### src/rtl/partita_pkg.sv
// partita_gen shared types: moves, round/match results, FSM states.
// Imported by round_judge and partita_gen.
package partita_pkg;

  typedef enum logic [1:0] {
    NONE     = 2'b00,
    ROCK     = 2'b01,
    PAPER    = 2'b10,
    SCISSORS = 2'b11
  } move_t;

  typedef enum logic [1:0] {
    M_NONE = 2'b00,
    M_P1   = 2'b01,
    M_P2   = 2'b10,
    M_DRAW = 2'b11
  } manche_t;

  typedef enum logic [1:0] {
    P_NONE = 2'b00,
    P_P1   = 2'b01,
    P_P2   = 2'b10,
    P_TIE  = 2'b11
  } partita_t;

  typedef enum logic [1:0] {
    S_IDLE = 2'b00,
    S_PLAY = 2'b01,
    S_DONE = 2'b10
  } state_t;

endpackage

### src/rtl/round_judge.sv
// round_judge: combinational rock-paper-scissors round referee.
// Ports: a_i/b_i player moves (move_t), res_o round result (manche_t).
module round_judge
  import partita_pkg::*;
(
  input  move_t   a_i,
  input  move_t   b_i,
  output manche_t res_o
);

  logic inv;
  logic draw;
  logic beats;

  assign inv   = (a_i == NONE) || (b_i == NONE);
  assign draw  = !inv && (a_i == b_i);
  assign beats = (a_i == ROCK     && b_i == SCISSORS) ||
                 (a_i == PAPER    && b_i == ROCK)     ||
                 (a_i == SCISSORS && b_i == PAPER);

  always_comb begin
    res_o = M_NONE;
    unique case (1'b1)
      inv:            res_o = M_NONE;
      draw:           res_o = M_DRAW;
      !inv && beats:  res_o = M_P1;
      default:        res_o = M_P2;
    endcase
  end

endmodule

### src/rtl/partita_gen.sv
// partita_gen: rock-paper-scissors match controller (FSM + counters).
// Ports: clk, rst_n (async active-low), INIZIA start strobe,
//   PRIMO/SECONDO moves (config {PRIMO,SECONDO} on INIZIA),
//   MANCHE round result, PARTITA match result (both registered).
// Option: PARTITA_GEN_NOREPEAT_EN forbids a winner repeating the
//   winning move in the next valid round.
module partita_gen
  import partita_pkg::*;
#(
  parameter int MIN_ROUNDS = 4,
  parameter int WIN_MARGIN = 2,
  parameter int CFG_W      = 4
) (
  input  logic       clk,
  input  logic       rst_n,
  input  logic       INIZIA,
  input  logic [1:0] PRIMO,
  input  logic [1:0] SECONDO,
  output logic [1:0] MANCHE,
  output logic [1:0] PARTITA
);

  localparam int CNT_W = $clog2(MIN_ROUNDS + 16);

  typedef logic [CNT_W-1:0] cnt_t;

  state_t   state_q, state_d;
  cnt_t     rounds_q, rounds_d;
  cnt_t     w1_q, w1_d;
  cnt_t     w2_q, w2_d;
  cnt_t     max_q, max_d;
  manche_t  manche_q, manche_d;
  partita_t partita_q, partita_d;

  move_t    mv1, mv2;
  manche_t  res;
  manche_t  eff;
  logic [CFG_W-1:0] cfg;
  cnt_t     diff;

  assign mv1 = move_t'(PRIMO);
  assign mv2 = move_t'(SECONDO);
  assign cfg = {PRIMO, SECONDO};

  round_judge u_judge (
    .a_i   (mv1),
    .b_i   (mv2),
    .res_o (res)
  );

`ifdef PARTITA_GEN_NOREPEAT_EN
  manche_t rep_who_q, rep_who_d;
  move_t   rep_mv_q, rep_mv_d;
  logic    blocked;

  // Valid round where the last winner reuses the winning move.
  assign blocked = (res != M_NONE) &&
    ((rep_who_q == M_P1 && mv1 == rep_mv_q) ||
     (rep_who_q == M_P2 && mv2 == rep_mv_q));
  assign eff = blocked ? M_NONE : res;

  always_comb begin
    rep_who_d = rep_who_q;
    rep_mv_d  = rep_mv_q;
    if (INIZIA) begin
      rep_who_d = M_NONE;
      rep_mv_d  = NONE;
    end else if (state_q == S_PLAY) begin
      case (eff)
        M_DRAW: begin
          rep_who_d = M_NONE;
          rep_mv_d  = NONE;
        end
        M_P1: begin
          rep_who_d = M_P1;
          rep_mv_d  = mv1;
        end
        M_P2: begin
          rep_who_d = M_P2;
          rep_mv_d  = mv2;
        end
        default: ;
      endcase
    end
  end

  always_ff @(posedge clk or negedge rst_n) begin
    if (!rst_n) begin
      rep_who_q <= M_NONE;
      rep_mv_q  <= NONE;
    end else begin
      rep_who_q <= rep_who_d;
      rep_mv_q  <= rep_mv_d;
    end
  end
`else
  assign eff = res;
`endif

  always_comb begin
    state_d   = state_q;
    rounds_d  = rounds_q;
    w1_d      = w1_q;
    w2_d      = w2_q;
    max_d     = max_q;
    manche_d  = manche_q;
    partita_d = partita_q;
    diff      = '0;
    if (INIZIA) begin
      max_d     = cnt_t'(MIN_ROUNDS) + cnt_t'(cfg);
      rounds_d  = '0;
      w1_d      = '0;
      w2_d      = '0;
      manche_d  = M_NONE;
      partita_d = P_NONE;
      state_d   = S_PLAY;
    end else begin
      case (state_q)
        S_IDLE: begin
          manche_d  = M_NONE;
          partita_d = P_NONE;
        end
        S_PLAY: begin
          manche_d = eff;
          if (eff != M_NONE) begin
            rounds_d = rounds_q + cnt_t'(1);
            if (eff == M_P1) w1_d = w1_q + cnt_t'(1);
            if (eff == M_P2) w2_d = w2_q + cnt_t'(1);
            diff = (w1_d >= w2_d) ? (w1_d - w2_d) : (w2_d - w1_d);
            if (rounds_d >= cnt_t'(MIN_ROUNDS) &&
                diff >= cnt_t'(WIN_MARGIN)) begin
              partita_d = (w1_d > w2_d) ? P_P1 : P_P2;
              state_d   = S_DONE;
            end else if (rounds_d == max_q) begin
              if (w1_d > w2_d)      partita_d = P_P1;
              else if (w2_d > w1_d) partita_d = P_P2;
              else                  partita_d = P_TIE;
              state_d = S_DONE;
            end
          end
        end
        S_DONE: manche_d = M_NONE;
        default: state_d = S_IDLE;
      endcase
    end
  end

  always_ff @(posedge clk or negedge rst_n) begin
    if (!rst_n) begin
      state_q   <= S_IDLE;
      rounds_q  <= '0;
      w1_q      <= '0;
      w2_q      <= '0;
      max_q     <= '0;
      manche_q  <= M_NONE;
      partita_q <= P_NONE;
    end else begin
      state_q   <= state_d;
      rounds_q  <= rounds_d;
      w1_q      <= w1_d;
      w2_q      <= w2_d;
      max_q     <= max_d;
      manche_q  <= manche_d;
      partita_q <= partita_d;
    end
  end

  assign MANCHE  = manche_q;
  assign PARTITA = partita_q;

endmodule

### config.mk
export PLATFORM = sky130hd
export DESIGN_NAME = partita_gen
export DESIGN_NICKNAME = d
export VERILOG_FILES = /design/src/rtl/partita_pkg.sv /design/src/rtl/round_judge.sv /design/src/rtl/partita_gen.sv
export SDC_FILE = /design/constraint.sdc
export NUM_CORES = 1
export LEC_CHECK = 0
export CAP_MARGIN = 40
export CORE_MARGIN = 2
export CORE_UTILIZATION = 50
export DETAILED_ROUTE_END_ITERATION = 16
export PLACE_DENSITY = 0.68
export SETUP_SLACK_MARGIN = 0.02
export SLEW_MARGIN = 10
export SYNTH_ARGS = -nofsm -noshare
export SYNTH_HDL_FRONTEND = slang
export SYNTH_SLANG_ARGS = --single-unit
### constraint.sdc
create_clock -name clk -period 3.5 [get_ports clk]
set_input_delay 0.525 -clock clk [delete_from_list [all_inputs] [get_ports clk]]
set_output_delay 0.525 -clock clk [all_outputs]
set_load 0.02 [all_outputs]
Word level (Yosys, flattened, before mapping) --
Index checks and enable logic that the tools add are counted.
Word-level totals: register bits after elaboration 26, output and inout port bits 4, word-level logic and storage cells 89
Operators by class: $add $sub $neg 6, order comparisons 5, equal/unequal tests 15, mux-type cells 34, reduce and logical (&&, ||, !) cells 22
Operators with widths (number):
- $mux W5 | 18
- $mux W2 | 11
- $add A5 B1 Y5 const B | 3
- $eq A2 B2 Y1 const B | 6
- $pmux W2 S2 | 3
- $gt A5 B5 Y1 | 2
- $sub A5 B5 Y5 | 2
- $eq A2 B1 Y1 const B | 4
- $logic_and A1 B1 Y1 | 6
- $logic_not A2 Y1 | 3
- $pmux W2 S3 | 1
- $reduce_and A3 Y1 | 2
- $reduce_bool A2 Y1 | 3
- $reduce_bool A3 Y1 | 2
- $add A3 B4 Y5 const A | 1
- $eq A5 B5 Y1 | 1
- $ge A5 B2 Y1 const B | 1
- $ge A5 B3 Y1 const B | 1
- $ge A5 B5 Y1 | 1
- $ne A4 B4 Y1 const B | 1
- $logic_or A1 B1 Y1 | 3
- $ne A3 B3 Y1 const B | 1
- $eq A2 B2 Y1 | 1
- $ne A2 B1 Y1 const B | 1
- other kinds (4) | 4

Longest topological paths before layout --
Gate-level depths: netlist (run 1).
depth after elaboration 19, gate-level depth with buffers 19, mapped depth without buffers 18

Cells and area by module --
Synthesis (run 1) repeated with hierarchy kept, for this count alone.
Unflattened totals: cell total of the unflattened synthesis 214, area, all modules 1989.4 um^2
By module, submodules not included:
- partita_gen | times used 1, cells each 206, area each 1909.3 um^2, sequential area each 650.6 um^2
- round_judge | times used 1, cells each 8, area each 80.1 um^2, sequential area each 0.0 um^2

Worst setup path before layout (run 1) --
No wires, ideal clock.
path kind input -> register, from in PRIMO[0], to reg partita_q[0], in the netlist PARTITA[0], setup time 0.078 ns, arrival time 3.674 ns, data required time 3.422 ns, slack -0.251 ns, cell stages on the path 17, path buffers 2, path through inv_1 > ha_1 > a21oi_1 > a211oi_2 > a211o_4 > buf_6 > nor2_1 > xnor2_1 > ha_1 > clkbuf_1 > or4_1 > o2111ai_1 > o2111ai_1 > mux2_4 > and2_4 > a211oi_2 > o2bb2ai_1
Between the ends: longest elaborated chain between the ends 19, elaborated cells between the ends (all ways) 45, classes of those cells add/sub: 2; order compare: 4; eq/ne: 8; mux: 18; reduce/logical: 13
Ends and longest elaborated chain:
- from (decl) | RTL line partita_gen.sv:17 | input logic [1:0] PRIMO,
- $eq A2 B1 Y1 or $eq A2 B2 Y1 (tied branches) | RTL line round_judge.sv:17, round_judge.sv:18
- $logic_and A1 B1 Y1 (on tied branches) | RTL line round_judge.sv:17, round_judge.sv:18
- $logic_or A1 B1 Y1 | RTL line round_judge.sv:17 | assign beats = (a_i == ROCK && b_i == SCISSORS) ||
- $logic_or A1 B1 Y1 | RTL line round_judge.sv:18 | (a_i == PAPER && b_i == ROCK) ||
- $logic_and A1 B1 Y1 | RTL line round_judge.sv:26 | !inv && beats: res_o = M_P1;
- $pmux W2 S3 * | RTL line round_judge.sv:23 | unique case (1'b1)
- $eq A2 B2 Y1 or $eq A2 B1 Y1 (tied branches) | RTL line partita_gen.sv:128, partita_gen.sv:127
- $mux W5 (on tied branches) | RTL line partita_gen.sv:128, partita_gen.sv:127
- (+3 left out)
- $sub A5 B5 Y5 (tied with other cells) | RTL line partita_gen.sv:129 | diff = (w1_d >= w2_d) ? (w1_d - w2_d) : (w2_d - w1_d);
- $mux W5 or $mux W1 (tied branches) | RTL line partita_gen.sv:129, partita_gen.sv:136
- $ge A5 B2 Y1 or $mux W2 (tied branches) | RTL line partita_gen.sv:131, partita_gen.sv:135
- $logic_and A1 B1 Y1 or $mux W2 (tied branches) | RTL line partita_gen.sv:130, partita_gen.sv:134
- $mux W2 | RTL line partita_gen.sv:130 | if (rounds_d >= cnt_t'(MIN_ROUNDS) &&
- $mux W2 | RTL line partita_gen.sv:125 | if (eff != M_NONE) begin
- $pmux W2 S2 | RTL line partita_gen.sv:118 | case (state_q)
- $mux W2 | RTL line partita_gen.sv:109 | if (INIZIA) begin
- to (signal assigned) | RTL line partita_gen.sv:164 | partita_q <= partita_d;
- to (decl) | RTL line partita_gen.sv:33 | partita_t partita_q, partita_d;
Mark *: on every way between the ends. The rest lies on a longest branch, timed or not. The select of a mux whose other input is x is not followed. A chain may end at the register's enable or synchronous reset.

Worst setup path after layout (run 1) --
Ends and elaborated chain as after synthesis.

==> impl_metrics.py, run 1 <==
metrics = {
    "final_layout": {
        "diodes": 0,
        "syn_to_final_growth_pct": 36.0,
        "drive_gt1_share_pct": 33.8,
        "fin_nets": 319,
        "fillers": 315,
        "fin_util_pct": 71.2,
        "post_layout_nonfiller_instances": 343,
    },
    "setup_path": {
        "end_kind": "register",
        "crit_type": "in2reg",
        "crit_slowest_cell": "or4_4",
        "max_stage_delay_ns": 0.51,
        "worstPathRequired_ns": 3.71,
        "crit_path_max_fanout": 5,
        "ff2ff_path_depth": 13,
        "r2r-end": "PARTITA[0]",
        "r2r_start": "w1_q[0]",
        "path_cells": "buf_6 > ha_4 > mux2i_4 > a211oi_4 > a211o_4 > buf_12 > nor2_4 > xnor2_2 > ha_4 > or4_4 > o2111ai_2 > o2111ai_2 > mux2_4 > and2_4 > a211oi_2 > o2bb2ai_1",
        "startpoint_type": "input pin",
        "r2r_slack_ns": 0.27,
        "worstPathArrival_ns": 3.68,
        "crit_start": "PRIMO[0]",
    },
    "detailed_routing": {
        "drc": 0,
        "avgViaCountPerCell": 5.41,
        "drt.antenna.violating_nets": 0,
        "drt-initial-drc-count": 97,
        "dr.pass1.iters": 5,
        "wl_per_cell_um": 14.8,
        "vias": 1854,
        "routed_wl_um": 5090,
    },
    "yosys": {
        "ys_types": 49,
        "syn_area_mm2": 0.00213,
        "synthArstFlopShare_pct": 100,
        "yosys_warnings": 0,
        "synth_edf_count": 0,
        "ys.flop_type": "dfrtp_1",
        "synth_seq_cells": 26,
        "synth_nets": 262,
        "ys_seq_area_share_pct": 30.6,
        "synth_cells": 237,
        "avgSynthCellArea_um2": 8.97,
    },
    "power": {
        "p_total_uw": 903,
        "switchingPower_uw": 262,
        "p_leak_uw": 0.00125,
        "powerDensity_mw_per_mm2": 312,
        "p_int_uw": 641,
        "ir_drop_uv": 229,
        "p_comb_share_pct": 35.6,
        "clkPwrFrac_pct": 28.0,
        "swShare_pct": 29.1,
        "seqPwrFrac_pct": 36.4,
    },
    "placed_design": {
        "pre_cts_ws_ns": -0.855,
        "dp.cells": 335,
        "place_hpwl_um": 3800,
        "place_congestion": 0.845,
        "port_buffers": 10,
    },
    "timing": {
        "maxSlewViolCount": 0,
        "setup_viol_count_final": 0,
        "finalHoldViolCount": 0,
        "rsz0062_at_grt": "yes",
        "setup_ws_ns": 0.0317,
        "fmax_mhz": 288,
        "skew_ns": 0.0119,
        "relSlewSlack_pct": 54.3,
        "period_minus_slack_ns": 3.47,
        "tightest_slew_ns": 0.682,
        "period_share_pct": 99.1,
    },
    "global_routing": {
        "grt_max_degree": 27,
        "grt_usage_pct": 21.5,
        "grt_pass1_vias": 1807,
        "grt_pass1_wl_um": 8450,
        "antenna_found_initial": 0,
        "grt_overflow": 0,
    },
    "flow_run": {
        "maxCapViolCount": 0,
    },
    "cts": {
        "hold_buffers": 0,
        "clock-root-buffer": "clkbuf_8",
        "cts_sinks": 26,
        "cts-htree-levels": 1,
        "numCtsBuffers": 3,
        "cts_tree": "done",
        "cts-root-to-sink-buffers": 2,
        "path_clk_slew_ns": 0.10,
        "insertion_delay_ns": 0.28,
    },
    "min_path": {
        "hold_path_depth": 2,
        "hold_end": "PARTITA[0]",
        "hold_class": "reg2reg",
        "hp-start": "PARTITA[0]",
    },
    "floorplanning": {
        "core_area_mm2": 0.00406,
        "die_area_mm2": 0.00479,
        "initial_core_util_pct": 52.4,
        "ios": 11,
        "chipHeight_um": 69.2,
        "die_width_um": 69.2,
        "placementRows": 23,
    },
    "run_status": {
        "status": "complete, no violations",
    },
}
registers in the layout, summed over array words and instances, names as in the netlist:
signal    cells
state_q       2
rounds_q      5
max_q         5
PARTITA       2
w2_q          5
MANCHE        2
w1_q          5
critical path, delay by kind of cell:
kind | cells | cell delay (ns)
adder cells (fa/ha/maj) | 2 | 0.42
XOR/XNOR | 1 | 0.16
AO/OA/AOI/OAI | 6 | 1.07
buffers and inverters | 2 | 0.26
multiplexers | 2 | 0.46
AND/OR/NAND/NOR | 3 | 0.77
synth_stat cells, types with 4 or more instances:
master      n  area (um^2)
a21oi_1    13         65.1
dfrtp_1    26          651
ha_1       16          200
inv_1      17         63.8
mux2_2      5         56.3
nand2_1    20         75.1
nand2b_1    4         25.0
nand3_1    10         50.1
nor2_1     17         63.8
nor3_1      7         35.0
o2111ai_1   4         35.0
o21ai_0    20          100
or3_1       5         31.3
xnor2_1    18          158
xor2_1      6         52.6
worst max path at each step:
stage               cells after the start          to
global placement                       19  PARTITA[0]
finish                                 16  PARTITA[0]
CTS                                    19  PARTITA[0]
floorplan                              16  PARTITA[0]
detailed placement                     18  PARTITA[0]
global route                           17  PARTITA[0]
metrics by stage:
stage / hold slack [ns] / TNS (ns) / instance area, um^2
after floorplan: 0.229 / -0.316 / 2210
after global placement: 0.495 / -3.06 / 2640
after detailed placement: 0.502 / -3.25 / 2640
after CTS: 0.527 / 0 / 2760
after global routing: 0.550 / -0.122 / 2890
final: 0.522 / 0 / 2890
placed cells by master (no fill, tap or decap), types with 3 or more instances in the layout:
cell,instances
buf_4,47
dfrtp_1,26
o21ai_0,20
nand2_1,19
nor2_1,16
xnor2_1,14
inv_1,13
a21oi_1,11
nand3_1,10
ha_1,9
nor3_1,7
xor2_1,6
clkdlybuf4s50_1,6
or3_1,5
mux2_2,5
ha_4,5
xnor2_2,4
nand2b_1,4
nor2b_1,3
nand4_1,3
o21a_1,3
clkbuf_8,3
cells by family after synthesis:
kind of cell / after synthesis / synth area share [%]
simple gates: 78 / 18.3
compound gates: 56 / 17.5
xor+xnor: 26 / 12.1
flops: 26 / 30.6
buf+inv: 23 / 4.94
fa+ha+maj: 19 / 11.8
mux: 9 / 4.77
power groups by stage:
stage | clock, uW | combinational [uW] | sequential, uW
global route | 267 | 353 | 332
detailed placement | 0 | 281 | 335
finish | 253 | 321 | 329
floorplan | 0 | 175 | 335
global placement | 0 | 277 | 335
CTS | 256 | 293 | 329
cell type report:
| cell class | count | area [um^2] | share of cell area [%] |
|---|---|---|---|
| inverters | 17 | 71.3 | 2.47 |
| flip-flops and latches | 26 | 651 | 22.5 |
| well taps | 50 | 62.6 | 2.16 |
| repair buffers | 58 | 480 | 16.6 |
| clock buffers | 3 | 41.3 | 1.43 |
| clock inverters | 1 | 30.0 | 1.04 |
| multi-input cells | 188 | 1550 | 53.8 |
metal layers:
layer  vias to the layer above  track usage [%]  part of all wire, %
met5                         -                0                    0
met4                         0             3.70                 0.35
met3                         2             3.49                  2.8
met2                        21             35.7                   50
met1                       890             30.1                   47
li1                        941                -                    -
timing repair:
item,in CTS,in global routing
setup buffers,1,3
resized for setup,28,19
setup endpoints to repair,4,4
pin swaps,5,11
(Power assumes the default switching activity.)
==> run 2: changes to the inputs <==
CAP_MARGIN = 10   (was 40)
==> results of run 2 <==
Final layout, timing and power as in run 1 (identical DEF).
==> run 3: changes to the inputs <==
REMOVE_ABC_BUFFERS = 1   (was not set)
==> impl_metrics.py, run 3 (synthesized netlist as in run 1, its figures left out) <==
metrics = {
    "global_routing": {
        "grt_pass1_vias": 1814,
        "grt_pass1_wl_um": 8960,
        "grt_usage_pct": 22.4,
        "antenna_found_initial": 0,
        "grt_overflow": 0,
        "grt_max_degree": 27,
    },
    "floorplanning": {
        "placementRows": 23,
        "core_area_mm2": 0.00406,
        "chipHeight_um": 69.2,
        "ios": 11,
        "initial_core_util_pct": 52.4,
        "die_area_mm2": 0.00479,
        "die_width_um": 69.2,
    },
    "setup_path": {
        "worstPathArrival_ns": 3.74,
        "max_stage_delay_ns": 0.38,
        "r2r_start": "w1_q[0]",
        "crit_path_max_fanout": 7,
        "startpoint_type": "input pin",
        "cp.buffers_inverters": 5,
        "crit_type": "in2reg",
        "path_delay_family": "compound AO/OA/AOI/OAI gates",
        "path_cells": "clkdlybuf4s15_2 > mux2i_1 > a211oi_2 > buf_4 > a211o_4 > buf_6 > mux2i_4 > buf_6 > fa_2 > inv_1 > a21oi_1 > xnor2_1 > nor2_1 > o2111ai_2 > mux2_4 > and2_4 > a211oi_2 > o2bb2ai_1",
        "cp_num_cells": 18,
        "ff2ff_path_depth": 13,
        "worstPathRequired_ns": 3.71,
        "crit_start": "SECONDO[0]",
        "end_kind": "register",
        "crit_slowest_cell": "fa_2",
    },
    "timing": {
        "rsz0062_at_grt": "yes",
        "relSlewSlack_pct": 52.0,
        "tightest_slew_ns": 0.717,
        "skew_ns": 0.00444,
        "finalHoldViolCount": 0,
        "whs_ns": 0.533,
        "setup_ws_ns": -0.0310,
        "setup_viol_count_final": 1,
        "maxSlewViolCount": 0,
        "period_share_pct": 101,
        "period_minus_slack_ns": 3.53,
        "fmax_mhz": 283,
    },
    "detailed_routing": {
        "wl_per_cell_um": 15.2,
        "drc": 0,
        "vias": 1823,
        "drt-initial-drc-count": 91,
        "avgViaCountPerCell": 5.39,
        "routed_wl_um": 5130,
        "drt.antenna.violating_nets": 0,
        "dr.pass1.iters": 4,
    },
    "final_layout": {
        "most-common-layout-cells": "buf_4, dfrtp_1, nand2_1, o21ai_0, nor2_1",
        "multi_input_area_mm2": 0.00147,
        "fin_nets": 314,
        "syn_to_final_growth_pct": 29.0,
        "final_common_cell": "buf_4",
        "drive_gt1_share_pct": 30.2,
        "diodes": 0,
        "fillers": 327,
        "fin_util_pct": 67.6,
        "ff_latch_area_um2": 651,
    },
    "min_path": {
        "hold_class": "reg2reg",
        "hold_path_depth": 2,
        "hp-start": "PARTITA[0]",
    },
    "power": {
        "p_leak_uw": 0.00121,
        "powerDensity_mw_per_mm2": 318,
        "ir_drop_uv": 220,
        "p_total_uw": 871,
    },
    "cts": {
        "cts-root-to-sink-buffers": 2,
        "cts_tree": "done",
        "numCtsBuffers": 3,
        "cts_sinks": 26,
        "clock-root-buffer": "clkbuf_8",
        "cts-htree-levels": 1,
        "insertion_delay_ns": 0.28,
        "path_clk_slew_ns": 0.10,
    },
    "run_status": {
        "violations": "negative setup slack",
        "status": "finished with violations",
    },
    "flow_run": {
        "maxCapViolCount": 0,
    },
    "placed_design": {
        "place_congestion": 0.810,
        "place_hpwl_um": 3870,
        "port_buffers": 10,
    },
}
[run 3: metrics by stage]
| step | worst slack, ns | instances | area, um^2 | TNS [ns] |
|---|---|---|---|---|
| 6_report | -0.0310 | 338 | 2740 | -0.0310 |
| 5_1_grt | -0.211 | 338 | 2740 | -0.637 |
| 4_1_cts | -0.00679 | 337 | 2710 | -0.00679 |
| 3_5_place_dp | -0.804 | 333 | 2560 | -3.13 |
| 3_3_place_gp | -0.714 | 333 | 2560 | -2.80 |
| 2_1_floorplan | -0.0989 | 231 | 2080 | -0.301 |
[run 3: where the power goes]
group | switching, uW | internal [uW] | total (uW)
sequential | 16.0 | 315 | 331
combinational | 137 | 146 | 283
clock | 105 | 153 | 258
total | 258 | 613 | 871
[run 3: path summary, 6_finish.rpt]
kind / slack, ns / end
max: -0.03 / PARTITA[0]
min: 0.53 / PARTITA[0]
max reg2reg: 0.27 / PARTITA[0]
min reg2reg: 0.53 / PARTITA[0]
max in group asynchronous: 2.64 / w2_q[3]
min in group asynchronous: 0.60 / PARTITA[0]
[run 3: area by class of cell]
| class | count | share of cell area [%] |
|---|---|---|
| clock buffers | 3 | 1.51 |
| clock inverters | 1 | 1.10 |
| inverters | 17 | 2.33 |
| multi-input cells | 188 | 53.5 |
| flip-flops and latches | 26 | 23.7 |
| well taps | 50 | 2.28 |
| repair buffers | 53 | 15.5 |
[run 3: metal layers]
layer / track usage [%] / part of all wire [%] / up-vias
met4: 2.61 / 0.12 / 0
met2: 36.8 / 49 / 27
li1: - / - / 926
met5: 0 / 0 / -
met3: 3.49 / 2.4 / 2
met1: 32.4 / 48 / 868
[run 3: worst reg2reg max path, cell delays in order, from the launching register on]
cell and delay [ns]:
dfrtp_1 0.44, ha_1 0.18, a21boi_1 0.21, nand4_1 0.17
xor2_1 0.21, inv_1 0.07, ha_1 0.29, or4_4 0.54
o2111ai_2 0.10, o2111ai_2 0.15, mux2_4 0.29, and2_4 0.16
a211oi_2 0.21, o2bb2ai_1 0.13
[run 3: what timing repair did]
item	in CTS	in global routing
buffers inserted	1	1
hold buffers	0	0
pin swaps	9	4
gates resized for setup	35	4
setup endpoints to repair	4	4
hold endpoints to repair	0	0
